<file path="src/rtl/hazard_unit_pkg.sv">
// hazard_unit_pkg: opcode constants, bypass select encoding and decoded
// instruction record shared by the hazard/forwarding controller.
package hazard_unit_pkg;

    // Execute-stage operand source select.
    typedef enum logic [1:0] {
        NONE = 2'b00,
        MX   = 2'b01,
        WX   = 2'b10
    } bypass_t;

    // Major opcodes (inst[6:0]).
    localparam logic [6:0] LUI   = 7'b0110111;
    localparam logic [6:0] AUIPC = 7'b0010111;
    localparam logic [6:0] JAL   = 7'b1101111;
    localparam logic [6:0] JALR  = 7'b1100111;
    localparam logic [6:0] BCC   = 7'b1100011;
    localparam logic [6:0] LCC   = 7'b0000011;
    localparam logic [6:0] SCC   = 7'b0100011;
    localparam logic [6:0] MCC   = 7'b0010011;
    localparam logic [6:0] RCC   = 7'b0110011;

    // addi x0,x0,0 -- the bubble injected into X.
    localparam logic [31:0] NOP = 32'h0000_0013;

    // Register usage of one instruction.
    typedef struct packed {
        logic [4:0] rs1;
        logic [4:0] rs2;
        logic [4:0] rd;
        logic       reads_rs1;
        logic       reads_rs2;
        logic       writes_rd;   // already excludes rd == x0
        logic       is_load;
    } dec_t;

    // Forwarding source for one operand of the X instruction.
    // A load in M has no data yet, so it never forwards; W is the fallback.
    function automatic bypass_t pick_bypass(input logic [4:0] src, input logic reads,
                                            input dec_t m, input dec_t w);
        if (!reads || src == 5'd0)
            return NONE;
        if (m.writes_rd && m.rd == src && !m.is_load)
            return MX;
        if (w.writes_rd && w.rd == src)
            return WX;
        return NONE;
    endfunction

    // True when consumer reads a register that producer writes.
    function automatic logic depends_on(input dec_t consumer, input dec_t producer);
        return producer.writes_rd &&
               ((consumer.reads_rs1 && consumer.rs1 == producer.rd) ||
                (consumer.reads_rs2 && consumer.rs2 == producer.rd));
    endfunction

endpackage

</file>
<file path="src/rtl/hazard_unit_decode.sv">
// hazard_decode: combinational register-usage decode of one 32-bit instruction.
module hazard_decode
    import hazard_unit_pkg::*;
(
    input  logic [31:0] inst,
    output dec_t        dec
);

    logic [6:0] opcode;
    logic       unused_fields;

    assign opcode = inst[6:0];

    // funct3/funct7 do not affect register usage.
    assign unused_fields = ^{inst[31:25], inst[14:12]};

    // Classify the opcode into which register fields it reads and writes.
    always_comb begin
        dec.rs1       = inst[19:15];
        dec.rs2       = inst[24:20];
        dec.rd        = inst[11:7];
        dec.reads_rs1 = opcode inside {JALR, BCC, LCC, SCC, MCC, RCC};
        dec.reads_rs2 = opcode inside {BCC, SCC, RCC};
        dec.writes_rd = (opcode inside {LUI, AUIPC, JAL, JALR, LCC, MCC, RCC}) &&
                        (inst[11:7] != 5'd0);
        dec.is_load   = (opcode == LCC);
    end

endmodule

</file>
<file path="src/rtl/hazard_unit.sv">
// hazard_unit: forwarding selects and fetch/decode stall control for the
// 5-stage pipeline, driven by a shadow copy of the X/M/W instructions.
// Build option HAZARD_BYPASS_EN: when defined, MX/WX forwarding plus a
// one-cycle load-use stall; when undefined, no forwarding and D stalls while
// any producer of its sources is still in X or M.
module hazard_unit
    import hazard_unit_pkg::*;
(
    input  logic        clk,
    input  logic        reset,
    input  logic [31:0] inst_d,
    input  logic        kill_dx,
    output logic [1:0]  rs1_bypass,
    output logic [1:0]  rs2_bypass,
    output logic        stall_fd,
    output logic        bubble_x
);

    logic [31:0] x_inst, m_inst, w_inst;
    dec_t        d_dec, x_dec, m_dec, w_dec;
    bypass_t     rs1_sel, rs2_sel;
    logic        hazard;
    logic        unused_dec;

    hazard_decode u_dec_d (.inst(inst_d), .dec(d_dec));
    hazard_decode u_dec_x (.inst(x_inst), .dec(x_dec));
    hazard_decode u_dec_m (.inst(m_inst), .dec(m_dec));
    hazard_decode u_dec_w (.inst(w_inst), .dec(w_dec));

    // Not every decoded field is consulted for every stage.
    assign unused_dec = ^{d_dec, x_dec, m_dec, w_dec};

    // Shadow pipeline: X takes D unless flushed or bubbled; M/W just follow.
    always_ff @(posedge clk) begin
        if (reset) begin
            x_inst <= NOP;
            m_inst <= NOP;
            w_inst <= NOP;
        end else begin
            if (kill_dx || stall_fd)
                x_inst <= NOP;
            else
                x_inst <= inst_d;
            m_inst <= x_inst;
            w_inst <= m_inst;
        end
    end

    // Forwarding selects and stall detection; kill_dx suppresses the stall
    // because the D instruction is being flushed anyway.
    always_comb begin
        rs1_sel = NONE;
        rs2_sel = NONE;
        hazard  = 1'b0;
`ifdef HAZARD_BYPASS_EN
        rs1_sel = pick_bypass(x_dec.rs1, x_dec.reads_rs1, m_dec, w_dec);
        rs2_sel = pick_bypass(x_dec.rs2, x_dec.reads_rs2, m_dec, w_dec);
        // A load in X cannot forward next cycle via MX; delay the consumer
        // one cycle so it picks the value up via WX.
        hazard  = x_dec.is_load && depends_on(d_dec, x_dec);
`else
        hazard  = depends_on(d_dec, x_dec) || depends_on(d_dec, m_dec);
`endif
        stall_fd = hazard && !kill_dx;
        bubble_x = hazard && !kill_dx;
    end

    assign rs1_bypass = rs1_sel;
    assign rs2_bypass = rs2_sel;

endmodule

</file>
<file path="config.mk">
export PLATFORM = sky130hd
export DESIGN_NAME = hazard_unit
export DESIGN_NICKNAME = d
export VERILOG_FILES = /design/src/rtl/hazard_unit_pkg.sv /design/src/rtl/hazard_unit_decode.sv /design/src/rtl/hazard_unit.sv
export SDC_FILE = /design/constraint.sdc
export NUM_CORES = 1
export LEC_CHECK = 0
export CELL_PAD_IN_SITES_DETAIL_PLACEMENT = 1
export CELL_PAD_IN_SITES_GLOBAL_PLACEMENT = 2
export CORE_UTILIZATION = 31
export DETAILED_ROUTE_END_ITERATION = 16
export GPL_ROUTABILITY_DRIVEN = 0
export GPL_TIMING_DRIVEN = 0
export PLACE_DENSITY = 0.86
export SYNTH_ARGS = -nofsm -noshare
export SYNTH_HDL_FRONTEND = slang
export SYNTH_HIERARCHICAL = 1
export SYNTH_SLANG_ARGS = --single-unit
</file>
<file path="constraint.sdc">
create_clock -name clk -period 2.7 [get_ports clk]
set_input_delay 0.675 -clock clk [delete_from_list [all_inputs] [get_ports clk]]
set_output_delay 0.675 -clock clk [all_outputs]
set_load 0.02 [all_outputs]
</file>
==> impl_metrics.yaml <==
run_status:
  status: "finished with violations"
  violations: "negative setup slack"
sta:
  setup_viol: 2
  holdWs_ps: 439
  drv_slew: 0
  final.min_clock_period_ps: 2850
  finalCritPeriodShare_pct: 105
  skew_ps: 4.27
  rsz0062_at_grt: "true"
  setup_ws_ps: -145
  max_freq_ghz: 0.351
  final_hold_viol_count: 0
place:
  place_hpwl_um: 2250
  portBuffers: 16
  placed_cells: 220
  dpl_cell_area_um2: 1540
finish:
  syn2layout_area_growth_pct: 30.3
  final_cell_count_no_fill: 228
  final_area_um2: 1700
  nFillCells: 486
  antenna_cells: 0
  nets: 214
  layout-drive-gt1-share_pct: 34.3
critical_path:
  crit_arrival_ps: 2170
  cpMaxStageDelayCell: "or3_4"
  slowest_delay_ps: 400
  cpMostUsedCell: "buf_6"
  cp_max_fo: 3
  start_kind: "input port"
  r2r-start: "m_inst[7]"
  path_class: "input port to primary output"
  cp_data_required_time_ps: 2030
  worstPathCellList: "buf_8 > or3_4 > a211oi_4 > nand3_2 > o22ai_4 > o21ba_4 > buf_6 > buf_6"
  crit_start: "inst_d[3]"
  cp-end-kind: "primary output"
routing:
  antenna_left: 0
  wl_um: 2850
  vias_per_cell: 4.45
  drc: 0
  first_iter_violations: 18
  first_pass_iters: 3
  vias: 1014
  routedWlPerCell_um: 12.5
global_route:
  overflow: 0
  grt_max_degree: 14
  grt_first_pass_wirelength_um: 4720
  track_usage_pct: 14.4
  grt_pass1_vias: 1093
  antenna_found_initial: 0
floorplan:
  die_w_um: 66.8
  core-area_um2: 4030
  start_util_pct: 32.3
  rows: 23
  die-area_um2: 4460
  die_h_um: 66.8
  ioPinCount: 41
pwr:
  ir_drop_mv: 0.217
  p_sw_share_pct: 22.6
  clkPwrFrac_pct: 31.7
  p_int_uw: 569
  leakage_uw: 0.000698
  p_seq_share_pct: 50.6
  power.share.combinational_pct: 17.7
  p_per_area_nw_per_um2: 434
  power.net_switching_uw: 166
cts:
  cts_buffers: 3
  clk_latency_ps: 260
  cts.clk_slew.worst_paths_ps: 70
  htreeDepth: 1
  cts_root_buf: "clkbuf_8"
  cts_buffer_depth: 2
  cts_tree: "built"
  cts-hold-fix-buffers: 0
  cts_sinks: 24
worst_hold_path:
  min_path_type: "flop to flop"
  holdCritStartpoint: "x_inst[1]"
yosys:
  yosys_warnings: 6
  avgSynthCellArea_um2: 8.63
  syn_inst: 151
  synth_area_um2: 1300
flow_run:
  maxCapViolCount: 0
## routing by layer
metal,track usage (%),part of all wire (%),up-vias
met5,0,0,-
met2,25.9,54,25
met1,14.9,41,460
li1,-,-,521
met4,9.04,2.3,0
met3,3.42,2.9,8
## power by group through the flow
stage               sequential [uW]  clock, uW  combinational (uW)
finish                          372        233                 130
global route                    374        261                 141
CTS                             372        242                 128
detailed placement              380          0                 120
global placement                380          0                 117
floorplan                       378          0                82.8
## path summary, 6_finish.rpt
path	endpoint	slack (ps)	cells past startpoint
max	stall_fd	-150	8
min	m_inst[1]	440	1
max reg2reg	x_inst[0]	500	8
min reg2reg	m_inst[1]	440	1
## flip-flops by register name (all words and copies together) (netlist names)
register,count
m_inst,12
x_inst,12
## metrics by stage
step	power [uW]	setup TNS [ps]	util (%)	worst slack (ps)
floorplan	461	0	-	19.3
global placement	497	-2330	38.3	-1210
detailed placement	500	-2400	38.3	-1220
CTS	743	-224	41.6	-122
global route	775	-339	42.1	-183
finish	736	-267	42.1	-145
## cell type report
type / count / area [um^2] / share of cell area, %
flip-flops and latches: 24 / 480 / 28.3
well taps: 50 / 62.6 / 3.69
clock buffers: 4 / 55.1 / 3.24
plain buffers: 34 / 231 / 13.6
repair buffers: 22 / 209 / 12.3
inverters: 1 / 3.75 / 0.221
multi-input cells: 93 / 654 / 38.6
## placed cells by master, fill, tap and decap left out
cell type	n
a211oi_4	1
a21oi_1	1
a32oi_1	2
buf_2	7
buf_4	30
buf_6	3
buf_8	2
clkbuf_1	4
clkbuf_8	4
clkdlybuf4s15_2	2
clkdlybuf4s50_1	7
conb_1	4
dfxtp_1	24
dlygate4sd2_1	1
inv_1	1
nand2_1	11
nand2_4	1
nand3_1	2
nand3_2	2
nand4_1	4
nor2_1	6
nor2b_1	12
nor3_1	11
nor3_4	1
o21ba_4	1
o21bai_1	2
o22ai_4	2
or2_2	4
or3_4	1
or4_1	5
xnor2_1	20
## what timing repair did
item | in CTS | in global routing
setup endpoints to repair | 2 | 2
setup buffers | 5 | 1
gates resized for setup | 46 | 3
gates cloned | 0 | 0
pin swaps | 11 | 2
## worst max-delay path, delay by kind of cell
kind                   cells  cell delay (ps)
AOI/OAI and AO/OA          3              670
and+or+nand+nor            2              530
buffers and inverters      3              280
(Power assumes the default switching activity.)
